## src/rtl/router_input_buffer_if.sv

```systemverilog
// Handshake bundle between one router input port, its upstream link, the arbiter and the crossbar.
interface router_input_buffer_if #(
  parameter int DATA_W = 32,
  parameter int LEN_W  = 12
);
  logic              in_valid;
  logic [DATA_W-1:0] in_data;
  logic [2:0]        in_flit_id;
  logic              in_ready;
  logic              grant;
  logic              req;
  logic [2:0]        flit_id;
  logic [LEN_W-1:0]  length;
  logic              out_valid;
  logic [DATA_W-1:0] out_data;
  logic [2:0]        out_flit_id;
  logic              out_ready;
  logic              err;

  modport master (
    output in_valid, in_data, in_flit_id, grant, out_ready,
    input  in_ready, req, flit_id, length, out_valid, out_data, out_flit_id, err
  );

  modport slave (
    input  in_valid, in_data, in_flit_id, grant, out_ready,
    output in_ready, req, flit_id, length, out_valid, out_data, out_flit_id, err
  );
endinterface

```

## src/rtl/router_input_buffer.sv

```systemverilog
// Router input port: flit FIFO with packet-framing FSM feeding the arbiter and crossbar.
// Optional ROUTER_PKT_CNT_EN adds a saturating forwarded-packet counter output.
module router_input_buffer #(
  parameter int DATA_W = 32,
  parameter int DEPTH  = 4,
  parameter int LEN_W  = 12
) (
  input  logic clk,
  input  logic rst,
  router_input_buffer_if.slave bus
`ifdef ROUTER_PKT_CNT_EN
  ,
  output logic [15:0] pkt_count
`endif
);
  localparam int AW = $clog2(DEPTH);
  localparam int CW = AW + 1;
  localparam logic [2:0] FLIT_HDR  = 3'b001;
  localparam logic [2:0] FLIT_TAIL = 3'b100;

  typedef enum logic [1:0] {S_IDLE, S_WAIT, S_SEND} state_e;

  logic [DATA_W-1:0] mem_data_q [DEPTH];
  logic [2:0]        mem_id_q   [DEPTH];
  logic [AW-1:0]     wr_ptr_q, rd_ptr_q;
  logic [CW-1:0]     count_q;
  state_e            state_q, state_d;
  logic [LEN_W-1:0]  length_q, length_d;

  logic              empty, full, push, pop, drop;
  logic              req, out_valid, tail_fwd;
  logic [DATA_W-1:0] head_data;
  logic [2:0]        head_id;

  assign empty     = (count_q == '0);
  assign full      = (count_q == CW'(DEPTH));
  assign head_data = mem_data_q[rd_ptr_q];
  assign head_id   = mem_id_q[rd_ptr_q];
  assign push      = bus.in_valid & ~full;
  assign pop       = (out_valid & bus.out_ready) | drop;
  assign tail_fwd  = out_valid & bus.out_ready & (head_id == FLIT_TAIL);

  always_comb begin
    state_d   = state_q;
    length_d  = length_q;
    req       = 1'b0;
    out_valid = 1'b0;
    drop      = 1'b0;
    unique case (state_q)
      S_IDLE: begin
        if (!empty) begin
          if (head_id == FLIT_HDR) begin
            length_d = head_data[LEN_W-1:0];
            state_d  = S_WAIT;
          end else begin
            drop = 1'b1;
          end
        end
      end
      S_WAIT: begin
        req = 1'b1;
        if (bus.grant) state_d = S_SEND;
      end
      S_SEND: begin
        req       = 1'b1;
        out_valid = bus.grant & ~empty;
        // Losing grant parks the packet in WAIT with the remaining flits still buffered.
        if (!bus.grant)    state_d = S_WAIT;
        else if (tail_fwd) state_d = S_IDLE;
      end
      default: state_d = S_IDLE;
    endcase
  end

  always_ff @(posedge clk or posedge rst) begin
    if (rst) begin
      state_q  <= S_IDLE;
      length_q <= '0;
      wr_ptr_q <= '0;
      rd_ptr_q <= '0;
      count_q  <= '0;
    end else begin
      state_q  <= state_d;
      length_q <= length_d;
      if (push) wr_ptr_q <= wr_ptr_q + AW'(1);
      if (pop)  rd_ptr_q <= rd_ptr_q + AW'(1);
      if (push && !pop)      count_q <= count_q + CW'(1);
      else if (!push && pop) count_q <= count_q - CW'(1);
    end
  end

  always_ff @(posedge clk) begin
    if (push) begin
      mem_data_q[wr_ptr_q] <= bus.in_data;
      mem_id_q[wr_ptr_q]   <= bus.in_flit_id;
    end
  end

`ifdef ROUTER_PKT_CNT_EN
  logic [15:0] pkt_count_q;

  always_ff @(posedge clk or posedge rst) begin
    if (rst)                              pkt_count_q <= '0;
    else if (tail_fwd && pkt_count_q != '1) pkt_count_q <= pkt_count_q + 16'd1;
  end

  assign pkt_count = pkt_count_q;
`endif

  assign bus.in_ready    = ~full;
  assign bus.req         = req;
  assign bus.flit_id     = empty ? 3'b000 : head_id;
  assign bus.length      = length_q;
  assign bus.out_valid   = out_valid;
  assign bus.out_data    = head_data;
  assign bus.out_flit_id = head_id;
  assign bus.err         = drop;
endmodule

```

## src/flat_wrapper.sv

```systemverilog
// flat-port wrapper written by rule: the top's interface ports become plain ports
module router_input_buffer_flat 
#(
  parameter int DATA_W = 32,
  parameter int DEPTH  = 4,
  parameter int LEN_W  = 12
)
  (clk, rst, bus_in_valid, bus_in_data, bus_in_flit_id, bus_grant, bus_out_ready, bus_in_ready, bus_req, bus_flit_id, bus_length, bus_out_valid, bus_out_data, bus_out_flit_id, bus_err);
  router_input_buffer_if #(.DATA_W(DATA_W), .LEN_W(LEN_W)) bus_i ();
  input  logic clk;
  input  logic rst;
  input wire logic [$bits(bus_i.in_valid)-1:0] bus_in_valid;
  input wire logic [$bits(bus_i.in_data)-1:0] bus_in_data;
  input wire logic [$bits(bus_i.in_flit_id)-1:0] bus_in_flit_id;
  input wire logic [$bits(bus_i.grant)-1:0] bus_grant;
  input wire logic [$bits(bus_i.out_ready)-1:0] bus_out_ready;
  output wire logic [$bits(bus_i.in_ready)-1:0] bus_in_ready;
  output wire logic [$bits(bus_i.req)-1:0] bus_req;
  output wire logic [$bits(bus_i.flit_id)-1:0] bus_flit_id;
  output wire logic [$bits(bus_i.length)-1:0] bus_length;
  output wire logic [$bits(bus_i.out_valid)-1:0] bus_out_valid;
  output wire logic [$bits(bus_i.out_data)-1:0] bus_out_data;
  output wire logic [$bits(bus_i.out_flit_id)-1:0] bus_out_flit_id;
  output wire logic [$bits(bus_i.err)-1:0] bus_err;
  assign bus_i.in_valid = bus_in_valid;
  assign bus_i.in_data = bus_in_data;
  assign bus_i.in_flit_id = bus_in_flit_id;
  assign bus_i.grant = bus_grant;
  assign bus_i.out_ready = bus_out_ready;
  assign bus_in_ready = bus_i.in_ready;
  assign bus_req = bus_i.req;
  assign bus_flit_id = bus_i.flit_id;
  assign bus_length = bus_i.length;
  assign bus_out_valid = bus_i.out_valid;
  assign bus_out_data = bus_i.out_data;
  assign bus_out_flit_id = bus_i.out_flit_id;
  assign bus_err = bus_i.err;
  router_input_buffer #(.DATA_W(DATA_W), .DEPTH(DEPTH), .LEN_W(LEN_W)) u_core (.clk(clk), .rst(rst), .bus(bus_i));
endmodule
```

## config.mk

```make
export PLATFORM = sky130hd
export DESIGN_NAME = router_input_buffer_flat
export DESIGN_NICKNAME = d
export VERILOG_FILES = /design/src/rtl/router_input_buffer_if.sv /design/src/rtl/router_input_buffer.sv /design/src/flat_wrapper.sv
export SDC_FILE = /design/constraint.sdc
export NUM_CORES = 1
export LEC_CHECK = 0
export CORE_MARGIN = 8
export CORE_UTILIZATION = 34
export DETAILED_ROUTE_END_ITERATION = 10
export PLACE_DENSITY_LB_ADDON = 0.2
export REMOVE_ABC_BUFFERS = 1
export SLEW_MARGIN = 10
export SYNTH_ARGS = -nofsm -noshare
export SYNTH_HDL_FRONTEND = slang
export SYNTH_SLANG_ARGS = --single-unit
```

## constraint.sdc

```tcl
create_clock -name clk -period 2.9 [get_ports clk]
set_input_delay 0.58 -clock clk [delete_from_list [all_inputs] [get_ports clk]]
set_output_delay 0.58 -clock clk [all_outputs]
set_load 0.005 [all_outputs]
```

==> impl_results.md <==
- Multiplexer share of the synthesized area: 0.161
- Slowest CP cell: mux4_2
- FF+latch area: 4730 um^2
- Finished Layout Cells: 630
- Leak: 2.82 nW
- Pwr Density: 1070 nW/um^2
- Worst Path Required: 2.32 ns
- Worst vdd ir: 669 uV
- R2R Setup Slk: 0.21 ns
- Synth Area in Simple Gates: 0.0248
- TritonCTS buffer count: 17
- CTS Sinks: 161
- Multi-input logic area: 1390 um^2
- Antenna Cells: 0
- Seq/Total Area, Yosys: 0.763
- Core footprint: 17,900 um^2
- Largest cells by area after synthesis: edfxtp_1 (68%), mux4_2 (12%), dfrtp_1 (8.5%), mux2_4 (2.4%), ha_1 (2.0%)
- Worst hold slack: 0.499 ns
- WL per Instance: 20.3 um
- Largest stage delay, worst path: 0.54 ns
- Final period utilization: 0.964
- Drt drc: 0
- CTS tree: done
- Overflow after GRT: 0
- Post-Synth Adder-Cell Area: 0.0234
- Nature of the critical path endpoint: primary output
- R2r endpoint: u_core.count_q[2]
- Final ANT Viol Nets: 0
- CP Data Arrival Time: 2.21 ns
- Worst-Skew Late Latency: 0.41 ns
- Most instantiated cells after synthesis: edfxtp_1 (140), mux4_2 (34), dfrtp_1 (21), ha_1 (10), mux2_4 (10)
- Largest family of logic cells by synthesized area: multiplexers
- Worst Tran Pin Value: 0.674 ns
- R2R depth: 10
- Largest net degree at the start of global routing: 36
- # IOs: 94
- CP Cell Sequence: buf_4 > clkbuf_16 > mux4_2 > clkdlybuf4s50_1
- CTS clk-pin slew, worst paths: 0.06 ns
- Synthesized instance count: 274
- Layout filler cell count: 1,523
- Mean cell area of the mapped netlist: 22.6 um^2
- Fin. Hold Viols: 0
- WHS Path Cells: 1
- Antenna violations before repair: 1
- Post-synthesis instance area: 6200 um^2
- Rows: 49
- Synth Area in Compound Gates: 0.00586
- Clock skew: 0.00989 ns
- Async S/R FF share, synth: 0.130
- 1st-iter DRT viols: 168
- CP Max Fanout: 7
- # Max-Cap Violations: 0
- Synth area leader: edfxtp_1
- Post-synth EDFFs: 140
- DPL Wire Length: 7820 um
- Die W: 151 um
- DR vias: 2,999
- Die Y: 151 um
- Layout area overhead: 31.3%
- Worst Hold Endpoint: u_core.count_q[2]
- Rel. slew slack: 0.550
- Via density: 4.76
- Final Setup Violations: 0
- DP Cell Count: 596
- Count leader, synth: edfxtp_1
- Startpoint types: flip-flop
- Dominant synthesized flop cell: edfxtp_1
- Final Max Slew Viols: 0
- Initial core utilization: 0.346
- Netlist cell types: 32
- Fraction of synthesized cell area in xor and xnor cells: 0.00848
- Drt first pass iters: 4
- Vias in the first global route: 3,315
- Share of layout cells above drive strength 1: 0.239
- Buffers on Ports: 93
- Kind of critical path: flip-flop to primary output
- Status: finished clean
- Clock buffer depth: 2
- Reg-to-reg critical path startpoint: u_core.rd_ptr_q[0]
- FF+latch count, synth: 161
- Post-synth top area share: 0.679
- Min cycle time layout: 2.79 ns
- Yosys warnings: 0
- GRT Total Usage: 0.115
- DIE AREA: 22,800 um^2
- Global-route wire length before repair: 19,100 um
- Root Buffer: clkbuf_16
- Fmax: 0.358 GHz
- HP Class: flip-flop to flip-flop
- H-tree depth: 4
- Final WL: 12,800 um
- GP Congestion: 0.723
- Origin of the worst min-delay path: u_core.count_q[2]
- Nets@finish: 441
==> worst max-delay path: cells and delay by family (launching register included) <==
| family | cells | cell delay [ns] |
|---|---|---|
| DFF | 1 | 0.45 |
| buffers and inverters | 3 | 0.82 |
| muxes | 1 | 0.54 |
==> flip-flops by register name (all words and copies together) (netlist names) <==
register           count
u_core.wr_ptr_q        2
u_core.mem_id_q       12
u_core.state_q         2
u_core.bus.length     12
u_core.rd_ptr_q        2
u_core.mem_data_q    128
u_core.count_q         3
==> kinds of logic (layout without fill, tap and decap cells) <==
kind of cell | count (synthesis) | after routing
XOR/XNOR | 6 | 6
AND/OR/NAND/NOR | 24 | 24
AO/OA/AOI/OAI | 6 | 6
multiplexers | 50 | 50
adder cells (fa/ha/maj) | 11 | 11
buffers and inverters | 16 | 143
flip-flops | 161 | 161
==> routing by layer <==
layer	track usage	part of all wire	vias to the layer above
li1	-	-	1343
met1	0.152	0.46	1568
met4	0.0356	0.0052	2
met3	0.0499	0.068	9
met5	0	0.00094	-
met2	0.168	0.47	77
==> final cells by class <==
cell class | instances | area share
sequential | 161 | 0.582
clock buffer | 20 | 0.0537
tap | 229 | 0.0352
clock inverter | 10 | 0.0168
multi-input combinational | 97 | 0.171
inverter | 7 | 0.00323
timing repair buffer | 106 | 0.138
==> per-stage QoR <==
step                area, um^2  utilization  TNS (ns)  total power, mW  worst slack, ns
finish                    8140        0.454         0             8.74            0.105
global route              8140        0.454  -0.00215             9.24         -0.00215
CTS                       8070        0.451         0             8.79           0.0112
detailed placement        7480        0.418         0             6.55            0.152
global placement          7480        0.418         0             6.52            0.201
floorplan                 6140            -     -5.32             4.91           -0.930
==> how the worst max path moves through the flow <==
stage | start | end | slack, ns
detailed placement | bus_grant | u_core.count_q[2] | 0.15
global placement | bus_grant | u_core.count_q[2] | 0.20
finish | u_core.rd_ptr_q[0] | bus_out_data[11] | 0.11
CTS | u_core.rd_ptr_q[0] | bus_out_data[8] | 0.01
global route | u_core.rd_ptr_q[0] | bus_out_data[30] | -0.002
floorplan | u_core.rd_ptr_q[0] | u_core.count_q[2] | -0.93
==> what timing repair did <==
item                                   in CTS  in global routing
setup endpoints to repair                  25                  5
endpoints found under the hold margin       0                  0
hold buffers                                0                  0
gates resized for setup                     3                  2
buffers inserted                            0                  2
cloned                                      0                  2
==> cell usage in the layout (no fill, tap or decap), types with 2 or more instances in the layout <==
master / n
nor2_1: 4
and2_1: 4
dfrtp_2: 2
clkbuf_16: 19
mux2_4: 10
xor2_1: 2
xnor2_1: 4
mux2_1: 2
clkinv_4: 2
clkdlybuf4s50_1: 93
mux2_2: 3
clkinv_1: 2
dfrtp_1: 19
buf_4: 6
buf_12: 5
and3_2: 4
nand2_1: 4
edfxtp_1: 140
bufinv_16: 3
inv_1: 7
clkbuf_1: 3
mux4_2: 35
ha_1: 10
==> where the power goes <==
| group | total, mW | switching, mW | leakage [nW] | internal (mW) |
|---|---|---|---|---|
| logic | 3.26 | 1.36 | 1.01 | 1.89 |
| registers | 3.31 | 0.199 | 1.53 | 3.11 |
| clock network | 2.17 | 0.831 | 0.275 | 1.34 |
| total | 8.74 | 2.40 | 2.82 | 6.35 |
(Power assumes the default switching activity.)
